**src/rtl/pl_ddr_rd_ctrl.sv**
```systemverilog
// Splits one byte-length DDR read into AXI DataMover MM2S commands of at most
// CHUNK_BYTES and streams the beats out through a one-deep output register.
// Optional feature macro: RD_STS_CHECK_EN (status channel decoding).
module pl_ddr_rd_ctrl #(
  parameter int DATA_W      = 32,
  parameter int ADDR_W      = 32,
  parameter int CHUNK_BYTES = 4096
) (
  input  logic                  clk,
  input  logic                  rst_n,
  input  logic                  ddr_init_done,
  input  logic                  rd_start,
  input  logic [ADDR_W-1:0]     rd_addr,
  input  logic [31:0]           rd_len,
  output logic                  rd_busy,
  output logic                  rd_done,
  output logic                  rd_err,
  output logic                  rd_valid,
  input  logic                  rd_ready,
  output logic [DATA_W-1:0]     rd_data,
  output logic                  rd_last,
  output logic                  s_axis_mm2s_cmd_tvalid,
  input  logic                  s_axis_mm2s_cmd_tready,
  output logic [ADDR_W+39:0]    s_axis_mm2s_cmd_tdata,
  input  logic                  m_axis_mm2s_tvalid,
  output logic                  m_axis_mm2s_tready,
  input  logic                  m_axis_mm2s_tlast,
  input  logic [DATA_W-1:0]     m_axis_mm2s_tdata,
  input  logic [DATA_W/8-1:0]   m_axis_mm2s_tkeep,
  input  logic                  m_axis_mm2s_sts_tvalid,
  output logic                  m_axis_mm2s_sts_tready,
  input  logic [7:0]            m_axis_mm2s_sts_tdata
);

  localparam int CMD_W = ADDR_W + 40;
  localparam int BYTES = DATA_W / 8;
  localparam int LSB   = $clog2(BYTES);
  localparam logic [31:0] CHUNK_L  = 32'(CHUNK_BYTES);
  localparam logic [31:0] LEN_MASK = ~(32'(BYTES) - 32'd1);

  typedef enum logic [2:0] {
    S_WAIT_INIT = 3'd0,
    S_IDLE      = 3'd1,
    S_CMD       = 3'd2,
    S_DATA      = 3'd3,
    S_STS       = 3'd4,
    S_DONE      = 3'd5
  } state_t;

  state_t             state_r;
  logic               start_d_r;
  logic [ADDR_W-1:0]  addr_r;
  logic [31:0]        rem_r;
  logic [22:0]        btt_r;
  logic [22:0]        beat_cnt_r;
  logic [3:0]         tag_r;
  logic               rd_busy_r;
  logic               rd_done_r;
  logic               rd_err_r;
  logic               cmd_tvalid_r;
  logic [CMD_W-1:0]   cmd_tdata_r;
  logic               rd_valid_r;
  logic [DATA_W-1:0]  rd_data_r;
  logic               rd_last_r;

  logic               start_edge_s;
  logic [31:0]        len_masked_s;
  logic               m_tready_s;
  logic               beat_acc_s;
  logic [22:0]        exp_beats_s;
  logic               mismatch_s;
  logic               err_now_s;
  logic [ADDR_W-1:0]  addr_nxt_s;
  logic [31:0]        rem_nxt_s;
  logic               unused_s;

  function automatic logic [22:0] calc_btt(input logic [31:0] rem);
    logic [31:0] b;
    if (rem > CHUNK_L) b = CHUNK_L;
    else               b = rem;
    return b[22:0];
  endfunction

  function automatic logic [CMD_W-1:0] build_cmd(input logic [ADDR_W-1:0] addr,
                                                 input logic [31:0] rem,
                                                 input logic [3:0] tag);
    return {4'b0000, tag, addr, 1'b0, (rem <= CHUNK_L), 6'b000000, 1'b1, calc_btt(rem)};
  endfunction

  assign start_edge_s = rd_start & ~start_d_r;
  assign len_masked_s = rd_len & LEN_MASK;
  assign m_tready_s   = ~rd_valid_r | rd_ready;
  assign beat_acc_s   = (state_r == S_DATA) & m_axis_mm2s_tvalid & m_tready_s;
  assign exp_beats_s  = btt_r >> LSB;
  assign mismatch_s   = m_axis_mm2s_tlast & (beat_cnt_r != (exp_beats_s - 23'd1));
  assign err_now_s    = rd_err_r | mismatch_s;
  assign addr_nxt_s   = addr_r + ADDR_W'(btt_r);
  assign rem_nxt_s    = rem_r - {9'd0, btt_r};

`ifdef RD_STS_CHECK_EN
  logic sts_tready_r;
  logic sts_bad_s;
  assign sts_bad_s              = ~m_axis_mm2s_sts_tdata[7] | (|m_axis_mm2s_sts_tdata[6:4]);
  assign m_axis_mm2s_sts_tready = sts_tready_r;
  assign unused_s               = ^m_axis_mm2s_tkeep;
`else
  assign m_axis_mm2s_sts_tready = 1'b1;
  assign unused_s               = ^{m_axis_mm2s_tkeep, m_axis_mm2s_sts_tvalid, m_axis_mm2s_sts_tdata};
`endif

  // Transfer sequencing: request latch, command generation, chunk bookkeeping.
  always_ff @(posedge clk or negedge rst_n) begin
    if (!rst_n) begin
      state_r      <= S_WAIT_INIT;
      start_d_r    <= 1'b0;
      addr_r       <= '0;
      rem_r        <= 32'd0;
      btt_r        <= 23'd0;
      beat_cnt_r   <= 23'd0;
      tag_r        <= 4'd0;
      rd_busy_r    <= 1'b0;
      rd_done_r    <= 1'b0;
      rd_err_r     <= 1'b0;
      cmd_tvalid_r <= 1'b0;
      cmd_tdata_r  <= '0;
`ifdef RD_STS_CHECK_EN
      sts_tready_r <= 1'b0;
`endif
    end else begin
      start_d_r <= rd_start;
      rd_done_r <= 1'b0;
      case (state_r)
        S_WAIT_INIT: begin
          if (ddr_init_done) state_r <= S_IDLE;
        end
        S_IDLE: begin
          if (start_edge_s) begin
            addr_r     <= rd_addr;
            rem_r      <= len_masked_s;
            rd_err_r   <= 1'b0;
            beat_cnt_r <= 23'd0;
            tag_r      <= 4'd0;
            rd_busy_r  <= 1'b1;
            if (len_masked_s == 32'd0) begin
              state_r <= S_DONE;
            end else begin
              state_r      <= S_CMD;
              cmd_tvalid_r <= 1'b1;
              cmd_tdata_r  <= build_cmd(rd_addr, len_masked_s, 4'd0);
              btt_r        <= calc_btt(len_masked_s);
            end
          end
        end
        S_CMD: begin
          if (s_axis_mm2s_cmd_tready) begin
            cmd_tvalid_r <= 1'b0;
            beat_cnt_r   <= 23'd0;
            state_r      <= S_DATA;
          end
        end
        S_DATA: begin
          if (beat_acc_s) begin
            beat_cnt_r <= beat_cnt_r + 23'd1;
            if (m_axis_mm2s_tlast) begin
              addr_r <= addr_nxt_s;
              rem_r  <= rem_nxt_s;
              if (mismatch_s) rd_err_r <= 1'b1;
`ifdef RD_STS_CHECK_EN
              state_r      <= S_STS;
              sts_tready_r <= 1'b1;
`else
              if (err_now_s || (rem_nxt_s == 32'd0)) begin
                state_r <= S_DONE;
              end else begin
                state_r      <= S_CMD;
                cmd_tvalid_r <= 1'b1;
                cmd_tdata_r  <= build_cmd(addr_nxt_s, rem_nxt_s, tag_r + 4'd1);
                tag_r        <= tag_r + 4'd1;
                btt_r        <= calc_btt(rem_nxt_s);
              end
`endif
            end
          end
        end
`ifdef RD_STS_CHECK_EN
        S_STS: begin
          if (m_axis_mm2s_sts_tvalid) begin
            sts_tready_r <= 1'b0;
            if (sts_bad_s) rd_err_r <= 1'b1;
            if (rd_err_r || sts_bad_s || (rem_r == 32'd0)) begin
              state_r <= S_DONE;
            end else begin
              state_r      <= S_CMD;
              cmd_tvalid_r <= 1'b1;
              cmd_tdata_r  <= build_cmd(addr_r, rem_r, tag_r + 4'd1);
              tag_r        <= tag_r + 4'd1;
              btt_r        <= calc_btt(rem_r);
            end
          end
        end
`endif
        S_DONE: begin
          rd_done_r <= 1'b1;
          rd_busy_r <= 1'b0;
          state_r   <= S_IDLE;
        end
        default: begin
          state_r <= S_WAIT_INIT;
        end
      endcase
    end
  end

  // One-deep output register; rd_last also closes the stream on an aborted chunk.
  always_ff @(posedge clk or negedge rst_n) begin
    if (!rst_n) begin
      rd_valid_r <= 1'b0;
      rd_data_r  <= '0;
      rd_last_r  <= 1'b0;
    end else if (beat_acc_s) begin
      rd_valid_r <= 1'b1;
      rd_data_r  <= m_axis_mm2s_tdata;
      rd_last_r  <= m_axis_mm2s_tlast & ((rem_nxt_s == 32'd0) | err_now_s);
    end else if (rd_ready) begin
      rd_valid_r <= 1'b0;
      rd_last_r  <= 1'b0;
    end else begin
      rd_valid_r <= rd_valid_r;
      rd_last_r  <= rd_last_r;
    end
  end

  assign rd_busy                = rd_busy_r;
  assign rd_done                = rd_done_r;
  assign rd_err                 = rd_err_r;
  assign rd_valid               = rd_valid_r;
  assign rd_data                = rd_data_r;
  assign rd_last                = rd_last_r;
  assign s_axis_mm2s_cmd_tvalid = cmd_tvalid_r;
  assign s_axis_mm2s_cmd_tdata  = cmd_tdata_r;
  assign m_axis_mm2s_tready     = m_tready_s;

endmodule

```
**config.mk**
```make
export PLATFORM = sky130hd
export DESIGN_NAME = pl_ddr_rd_ctrl
export DESIGN_NICKNAME = d
export VERILOG_FILES = /design/src/rtl/pl_ddr_rd_ctrl.sv
export SDC_FILE = /design/constraint.sdc
export NUM_CORES = 1
export LEC_CHECK = 0
export CORE_UTILIZATION = 40
export CTS_BUF_LIST = sky130_fd_sc_hd__clkbuf_4 sky130_fd_sc_hd__clkbuf_8 sky130_fd_sc_hd__clkbuf_16
export DETAILED_ROUTE_END_ITERATION = 6
export PLACE_DENSITY = 0.65
export SYNTH_ARGS = -nofsm -noshare
export SYNTH_HDL_FRONTEND = slang
export SYNTH_SLANG_ARGS = --single-unit
export TNS_END_PERCENT = 100
```
**constraint.sdc**
```tcl
create_clock -name clk -period 4.4 [get_ports clk]
set_clock_uncertainty 0.2 [all_clocks]
set_input_delay 0.44 -clock clk [delete_from_list [all_inputs] [get_ports clk]]
set_output_delay 0.44 -clock clk [all_outputs]
set_load 0.1 [all_outputs]
```
# Yosys cells after proc, flatten, opt, wreduce, memory -nomap -nowiden
# Cells that the tools add are included.
[classes] n_lt_le_gt_ge=4 add_sub_neg=5 reduce_logical=16 n_mux=57 bitwise_logic=10 n_eq_ne=13
[op_table] operator="2-to-1 mux 72 bit" count=5
[op_table] operator="2-to-1 mux 23 bit" count=10
[op_table] operator="2-to-1 mux 32 bit" count=6
[op_table] operator="case mux 72 bit (2 select lines)" count=1
[op_table] operator="case mux 32 bit (2 select lines)" count=2
[op_table] operator="case mux 23 bit (3 select lines)" count=1
[op_table] operator="> comparator 32 x 13 -> 1 bit (second input constant)" count=2
[op_table] operator="less-or-equal comparator 32 x 13 -> 1 bit (second input constant)" count=2
[op_table] operator="logical NOT 32 bit" count=2
[op_table] operator="case mux 23 bit (2 select lines)" count=1
[op_table] operator="adder 32 x 23 -> 32 bit" count=1
[op_table] operator="subtractor 32 x 23 -> 32 bit" count=1
[op_table] operator="adder 23 x 1 -> 23 bit (second input constant)" count=1
[op_table] operator="!= test 23 bit" count=1
[op_table] operator="subtractor 21 x 1 -> 22 bit (second input constant)" count=1
[op_table] operator="2-to-1 mux 3 bit" count=7
[op_table] operator="2-to-1 mux 4 bit" count=4
[op_table] operator="!= test 2 bit (second input constant)" count=8
[op_table] operator="2-to-1 mux 1 bit" count=15
[op_table] operator="case mux 3 bit (5 select lines)" count=1
[op_table] operator="AND reduction 5 bit" count=3
[op_table] operator="case mux 4 bit (2 select lines)" count=1
[op_table] operator="AND reduction 4 bit" count=2
[op_table] operator="AND reduction 7 bit" count=1
[op_table] operator="15 further kinds" count=26
[word_totals] out_inout_bits=112 wordCells=120 in_bits=117 reg_bits=228

# Longest topological paths before layout
# Gate-level depths: netlist of run 1.
[logic_depth] depth_word=9 depth_mapped=15 ltp_nobuf=14

# Least setup slack after synthesis of run 1
# No wires, ideal clock.
[synth_timing] kind="reg-to-reg" startpoint="register btt_r[11]" endpoint="register cmd_tdata_r[62], in the netlist s_axis_mm2s_cmd_tdata[62]" required_ps=4072 path_slack_ps=-189 period_less_slack_ps=4589 arrival_time_ps=4260 n_path_buf=2 stages_incl_launch_ff=16 setup_time_ps=128 path_cell_list="dfrtp_1 inv_1 ha_1 clkbuf_1 nand4_1 a21oi_1 o21ai_0 a21oi_1 mux2_2 a22oi_1 nand4_1 nor3_2 a31oi_2 o21ai_4 buf_6 mux2_1"
[synth_via] elab_chain_len=7 word_cells_on_any_way=14 classes_between="add/sub (3); eq/ne (2); mux (4); bitwise (2); reduce/logical (3)"
[synth_lines] element="start, declared" line_no="54" source="logic [22:0] btt_r;"
[synth_lines] element="start signal, assigned" line_no="150" source="btt_r <= calc_btt(len_masked_s);"
[synth_lines] element="start signal, assigned" line_no="179" source="btt_r <= calc_btt(rem_nxt_s);"
[synth_lines] element="subtractor 21 x 1 -> 22 bit" line_no="95" source="assign mismatch_s = m_axis_mm2s_tlast & (beat_cnt_r != (exp_beats_s - 23'd1));"
[synth_lines] element="!= test 23 bit" line_no="95"
[synth_lines] element="AND 1 bit" line_no="95"
[synth_lines] element="OR 1 bit" line_no="96" source="assign err_now_s = rd_err_r | mismatch_s;"
[synth_lines] element="logical OR 1 bit" line_no="172" source="if (err_now_s || (rem_nxt_s == 32'd0)) begin"
[synth_lines] element="!= test 2 bit (no line)"
[synth_lines] element="AND reduction 6 bit (no line)"
[synth_lines] element="end signal, assigned" line_no="149" source="cmd_tdata_r <= build_cmd(rd_addr, len_masked_s, 4'd0);"
[synth_lines] element="end signal, assigned" line_no="177" source="cmd_tdata_r <= build_cmd(addr_nxt_s, rem_nxt_s, tag_r + 4'd1);"
[synth_lines] element="end, declared" line_no="61" source="logic [CMD_W-1:0] cmd_tdata_r;"
# Parallel ways exist; a longest one is shown, timed or not. The select of a mux whose other input is x is not followed.
# A chain may end at the register's enable or synchronous reset.

# Worst setup path after layout of run 1
[layout_timing] startpoint="register btt_r[0]" endpoint="register btt_r[9]"
[layout_via] elab_chain_len=7 word_cells_on_any_way=11 classes_between="add/sub (1); order compare (1); eq/ne (1); mux (5); reduce/logical (3)"
[layout_lines] element="subtractor 32 x 23 -> 32 bit *" line_no="98" source="assign rem_nxt_s = rem_r - {9'd0, btt_r};"
[layout_lines] element="> comparator 32 x 13 -> 1 bit" line_no="79" source="if (rem > CHUNK_L) b = CHUNK_L;"
[layout_lines] element="2-to-1 mux 23 bit" line_no="79"
[layout_lines] element="2-to-1 mux 23 bit" line_no="172"
[layout_lines] element="2-to-1 mux 23 bit" line_no="164" source="if (m_axis_mm2s_tlast) begin"
[layout_lines] element="2-to-1 mux 23 bit" line_no="162" source="if (beat_acc_s) begin"
[layout_lines] element="case mux 23 bit (2 select lines)" line_no="132" source="case (state_r)"
# Every way passes the cells marked *; elsewhere a longest branch is shown, timed or not. The select of a mux whose other input is x is not followed.

==> out/qor.csv, run 1 <==
metric,value,unit
outcome,finished clean,
Synth area leader,dfrtp_1,
Ys Warns,0,
hold path start,rd_start,
layout cell share with drive strength beyond 1,13.4,%
Synth area leaders,"dfrtp_1, nand2_1, ha_1",
Async SR Flop Fraction,100,%
Netlist Area Pre-Place,12400,um2
minimum clock period,4.23,ns
Sw Ratio,53.9,%
WL/cell,18.6,um
CTS tree,yes,
First-pass DRT Iterations,5,
final setup fails,0,
Hold Path End,start_d_r,
drt initial violations,679,
Antenna Nets Post-Route,0,
Syn Inst Count,1400,
Layout area overhead,29.9,%
Reg area,4880,um2
CP Class,flip-flop to flip-flop,
Hold Fails Final Rpt,0,
final hold slack,0.239,ns
H-tree depth,4,
number of remaining DRC errors,0,
number of synthesized flops with an enable pin,0,
sequential power share,22.5,%
Multi-input gate area,7120,um2
Total Power,13.0,mW
DIE AREA,31800,um2
leakage power,7.09,nW
ANT cells,0,
gr usage total,24.5,%
switching power total,7.00,mW
I/O Buffers,201,
GRT overflow,0,
Avg Inst Size Synth,8.88,um2
fmax,236,MHz
FF-to-FF path depth,16,
Total Nets Final,1823,
CP endpoint kind,flip-flop,
slew margin rel.,28.8,%
Die W,178,um
via-per-instance ratio,5.51,
number of global-route vias before repair,10994,
RR Endpoint,btt_r[9],
io pins,229,
post-synthesis sequential area ratio,39.1,%
"setup slack, reg-to-reg",0.17,ns
worst endpoint data arrival time,4.41,ns
Core Rows,64,
fin crit share,96.2,%
Max Cap Violations,0,
via count,11370,
total clock sinks,194,
Comb power frac,65.3,%
synth cell count leaders,"dfrtp_1, nand2_1, nor2_1",
finished layout cell area,16100,um2
routability-driven placement congestion ratio,0.943,
clock power share,12.3,%
Clock Tree Root,clkbuf_16,
clk_lat worst skew,0.46,ns
initial antenna violation count,0,
worst r2r src,btt_r[0],
PwrDens,804,nW/um2
clock transition at the registers of the reported paths,0.08,ns
"count leader, synth",dfrtp_1,
DP HPWL,28.5,mm
setup TNS,0,ns
Synth Register Bits,194,
Most used DFF post-synth,dfrtp_1,
worst vdd ir,0.000601,V
Hold Path Class,input pin to flip-flop,
top-area cell type share of the netlist area,39.1,%
RSZ-0062 raised after global routing,no,
die height,178,um
Hold Path Depth,1,
Worst Path Required,4.58,ns
Worst Path Max Fanout,6,
Yosys cell types,76,
starting density of the core,40.6,%
Power Internal,5.98,mW
core area,30600,um2
worst-margin pin slew,1.06,ns
first-pass GRT wire length,60.5,mm
# fillers,2815,
Final Slew Violations,0,
placed instance area,15400,um2
CP Launch Type,flip-flop,
Routed WL,38.5,mm
largest net degree at the start of global routing,113,
Clock Tree Buf Depth,2,
cts bufs inserted,17,
[worst max-delay path, stage by stage (launching register included)]
cell and delay, ns:
dfrtp_2 0.41, ha_1 0.22, fa_1 0.39, nand2b_4 0.17, a21oi_4 0.21, o311ai_1 0.17
and4b_1 0.25, or4_1 0.46, a31oi_1 0.17, xnor2_1 0.12, buf_4 0.15, nor4_4 0.32
buf_4 0.17, nand4_1 0.19, buf_4 0.28, a2bb2oi_1 0.15, mux2i_1 0.12
[area by class of cell]
type	instances	share of cell area, %
inverters	60	1.40
multi-input cells	1082	44.1
repair buffers	300	17.6
clock inverters	13	0.907
flip-flops and latches	194	30.2
well taps	396	3.07
clock buffers	19	2.73
[cell usage in the layout, fill, tap and decap left out, types with 19 or more instances in the layout]
master             n
a21oi_1           79
a31oi_1           19
buf_4             91
clkdlybuf4s50_1  200
dfrtp_1          176
ha_1              49
inv_1             60
mux2_1            35
mux2_2            44
mux2i_1           23
nand2_1          172
nand3_1           37
nand4_1           22
nor2_1           118
nor3_1            24
o21ai_0          101
xnor2_1           41
xor2_1            53
[logic make-up after synthesis]
logic type	after synthesis	synth area share (%)
fa+ha+maj	51	5.26
compound gates	325	16.1
buf+inv	134	4.68
flops	194	39.1
other cells	2	0.0604
mux	102	9.01
simple gates	498	19.2
xor+xnor	94	6.63
[what timing repair did]
action | 4_1_cts | 5_1_grt
pin swaps | 1 | 6
endpoints found under the setup margin | 38 | 52
hold buffers | 1 | 0
gates resized for setup | 1 | 17
buffers inserted | 1 | 3
endpoints found under the hold margin | 62 | 0
cloned | 0 | 1
[flip-flops by register name, summed over array words and instances, names as in the netlist, 3 cells and up]
signal                 count
s_axis_mm2s_cmd_tdata     39
addr_r                    32
rd_data                   32
rem_r                     32
beat_cnt_r                23
btt_r                     22
tag_r                      4
state_r                    3
[power by group through the flow]
stage / Clock (mW) / Sequential [mW] / Combinational [mW]
final: 1.59 / 2.91 / 8.47
after global routing: 1.69 / 3.01 / 9.04
after CTS: 1.63 / 2.91 / 8.34
after detailed placement: 0 / 2.94 / 8.27
after floorplan: 0 / 5.20 / 3.67
after global placement: 0 / 2.92 / 8.20
[metal layers]
metal | GRT usage (%) | vias to the layer above | part of all wire [%]
met2 | 40.2 | 300 | 47
li1 | - | 5436 | -
met3 | 3.84 | 36 | 4.9
met5 | 0 | - | 0
met1 | 33.7 | 5598 | 46
met4 | 6.21 | 0 | 1.5
[metrics by stage]
| step | utilization, % | worst slack [ns] | cells |
|---|---|---|---|
| 5_1_grt | 52.8 | 0.00378 | 2064 |
| 2_1_floorplan | - | 0.00187 | 1410 |
| 3_5_place_dp | 50.4 | -0.0566 | 2026 |
| 3_3_place_gp | 50.4 | 0.0427 | 2026 |
| 6_report | 52.8 | 0.166 | 2064 |
| 4_1_cts | 52.5 | 0.0284 | 2060 |
[worst max-delay path by stage]
stage | end | slack [ns] | cells after the start | startpoint
final | btt_r[9] | 0.17 | 16 | btt_r[0]
after CTS | btt_r[5] | 0.03 | 16 | btt_r[0]
after floorplan | s_axis_mm2s_cmd_tdata[62] | 0.002 | 13 | btt_r[1]
after global placement | btt_r[5] | 0.04 | 16 | btt_r[0]
after global routing | s_axis_mm2s_cmd_tdata[58] | 0.004 | 16 | btt_r[18]
after detailed placement | s_axis_mm2s_cmd_tdata[63] | -0.06 | 14 | btt_r[0]
No activity file was read; power rests on OpenSTA's default activity.
==> inputs of run 2 (changes only) <==
- SKIP_CTS_REPAIR_TIMING: default -> 1
==> out/qor.csv, run 2 (synthesized netlist as in run 1, its figures left out) <==
metric,value,unit,change
largest net degree at the start of global routing,113,,unchanged
worst endpoint data arrival time,4.40,ns,about the same
io pins,229,,unchanged
worst-margin pin slew,1.06,ns,-0.000344 ns
outcome,finished clean,,
ANT cells,0,,unchanged
metal2 WL,18.3,mm,+0.27%
CP Class,flip-flop to flip-flop,,
final setup fails,0,,unchanged
Clock Tree Root,clkbuf_16,,
clk_lat worst skew,0.46,ns,about the same
worst vdd ir,0.000601,V,about the same
Max Cap Violations,0,,unchanged
gr usage total,24.5,%,about the same
placed instance area,15400,um2,unchanged
Hold Path Class,input pin to flip-flop,,
minimum clock period,4.22,ns,-0.0175 ns
First-pass DRT Iterations,5,,unchanged
layout cell share with drive strength beyond 1,13.3,%,-0.12 points
Antenna Nets Post-Route,0,,unchanged
H-tree depth,4,,unchanged
PnR worst setup slack,0.184,ns,+0.0175 ns
met1 wire length,17.9,mm,+1.0%
dpl ws,-0.0566,ns,unchanged
Top Metal Used,met4,,
I/O Buffers,201,,unchanged
starting density of the core,40.6,%,unchanged
Layout area overhead,29.8,%,about the same
initial antenna violation count,0,,unchanged
Hold Fails Final Rpt,0,,unchanged
drt initial violations,773,,+14%
clock transition at the registers of the reported paths,0.08,ns,about the same
Die W,178,um,unchanged
CP endpoint kind,flip-flop,,
WL/cell,18.7,um,about the same
Final Slew Violations,0,,unchanged
leakage power,7.09,nW,about the same
number of remaining DRC errors,0,,unchanged
finished layout cell area,16100,um2,about the same
Routed WL,38.5,mm,about the same
fin crit share,95.8,%,-0.40 points
core area,30600,um2,unchanged
DP HPWL,28.5,mm,unchanged
fmax,237,MHz,+0.41%
via-per-instance ratio,5.48,,-0.43%
final hold slack,0.238,ns,-0.000752 ns
most frequent cells in the layout,"clkdlybuf4s50_1, dfrtp_1, nand2_1",,
GRT overflow,0,,unchanged
Largest register FFs,39,,unchanged
via count,11321,,-0.43%
Core Rows,64,,unchanged
DIE AREA,31800,um2,unchanged
Total Nets Final,1823,,unchanged
total clock sinks,194,,unchanged
Worst Path Max Fanout,6,,unchanged
met3 WL post-DR,1.70,mm,-9.5%
Final Util,52.7,%,about the same
Clock Tree Buf Depth,2,,unchanged
PwrDens,804,nW/um2,about the same
Worst Path Required,4.58,ns,about the same
number of global-route vias before repair,10984,,-0.091%
slew margin rel.,28.9,%,about the same
cts bufs inserted,17,,unchanged
CP Launch Type,flip-flop,,
first-pass GRT wire length,60.5,mm,about the same
die height,178,um,unchanged
"most common cell after layout, fill and taps aside",clkdlybuf4s50_1,,
CTS tree,yes,,
routability-driven placement congestion ratio,0.943,,unchanged
[run 2: cell counts in the layout (fill, tap and decap cells not counted)]
Identical to the previous run, type by type.
[run 2: layout make-up]
cell class,instances,area (um2)
Multi-Input combinational cell,1082,7110
Tap cell,396,495
Clock inverter,13,146
Fill cell,2815,14500
Timing Repair Buffer,300,2840
Clock buffer,19,440
Inverter,60,225
Sequential cell,194,4880
[run 2: final timing paths]
path                                            from                   endpoint  slack [ns]  depth (start not counted)
setup reg to reg                            btt_r[0]                   btt_r[9]        0.18                         16
min in group asynchronous                      rst_n                rd_data[10]        0.48                          2
max in group asynchronous                      rst_n                  btt_r[14]        2.46                          3
hold reg to reg            s_axis_mm2s_cmd_tdata[23]  s_axis_mm2s_cmd_tdata[23]        0.28                          1
setup / recovery                            btt_r[0]                   btt_r[9]        0.18                         16
hold / removal                              rd_start                  start_d_r        0.24                          1
[run 2: worst max-delay path, stage by stage, from the launching register on]
cell	delay, ns
dfrtp_2	0.41
ha_1	0.22
fa_1	0.39
nand2b_4	0.17
a21oi_4	0.20
o311ai_1	0.17
and4b_1	0.25
or4_1	0.46
a31oi_1	0.17
xnor2_1	0.12
buf_4	0.16
nor4_4	0.31
buf_4	0.17
nand4_1	0.19
buf_4	0.28
a2bb2oi_1	0.15
mux2i_1	0.12
[run 2: per-layer routing]
metal  vias to the layer above  global-route usage (%)
li1                       5436                       -
met1                      5596                    33.7
met2                       257                    40.2
met3                        32                    3.84
met4                         0                    6.21
met5                         -                       0
[run 2: power by group]
group | total (mW) | internal [mW] | switching (mW) | leakage (nW)
Combinational | 8.46 | 2.75 | 5.71 | 4.40
Sequential | 2.92 | 2.45 | 0.465 | 2.40
Clock | 1.59 | 0.773 | 0.820 | 0.289
[run 2: per-stage QoR]
step,TNS (ns),instances,power (mW)
floorplan,0,1410,8.87
global placement,0,2026,11.1
detailed placement,-1.27,2026,11.2
CTS,-2.61,2058,12.8
global route,-0.00100,2064,13.7
finish,0,2064,13.0
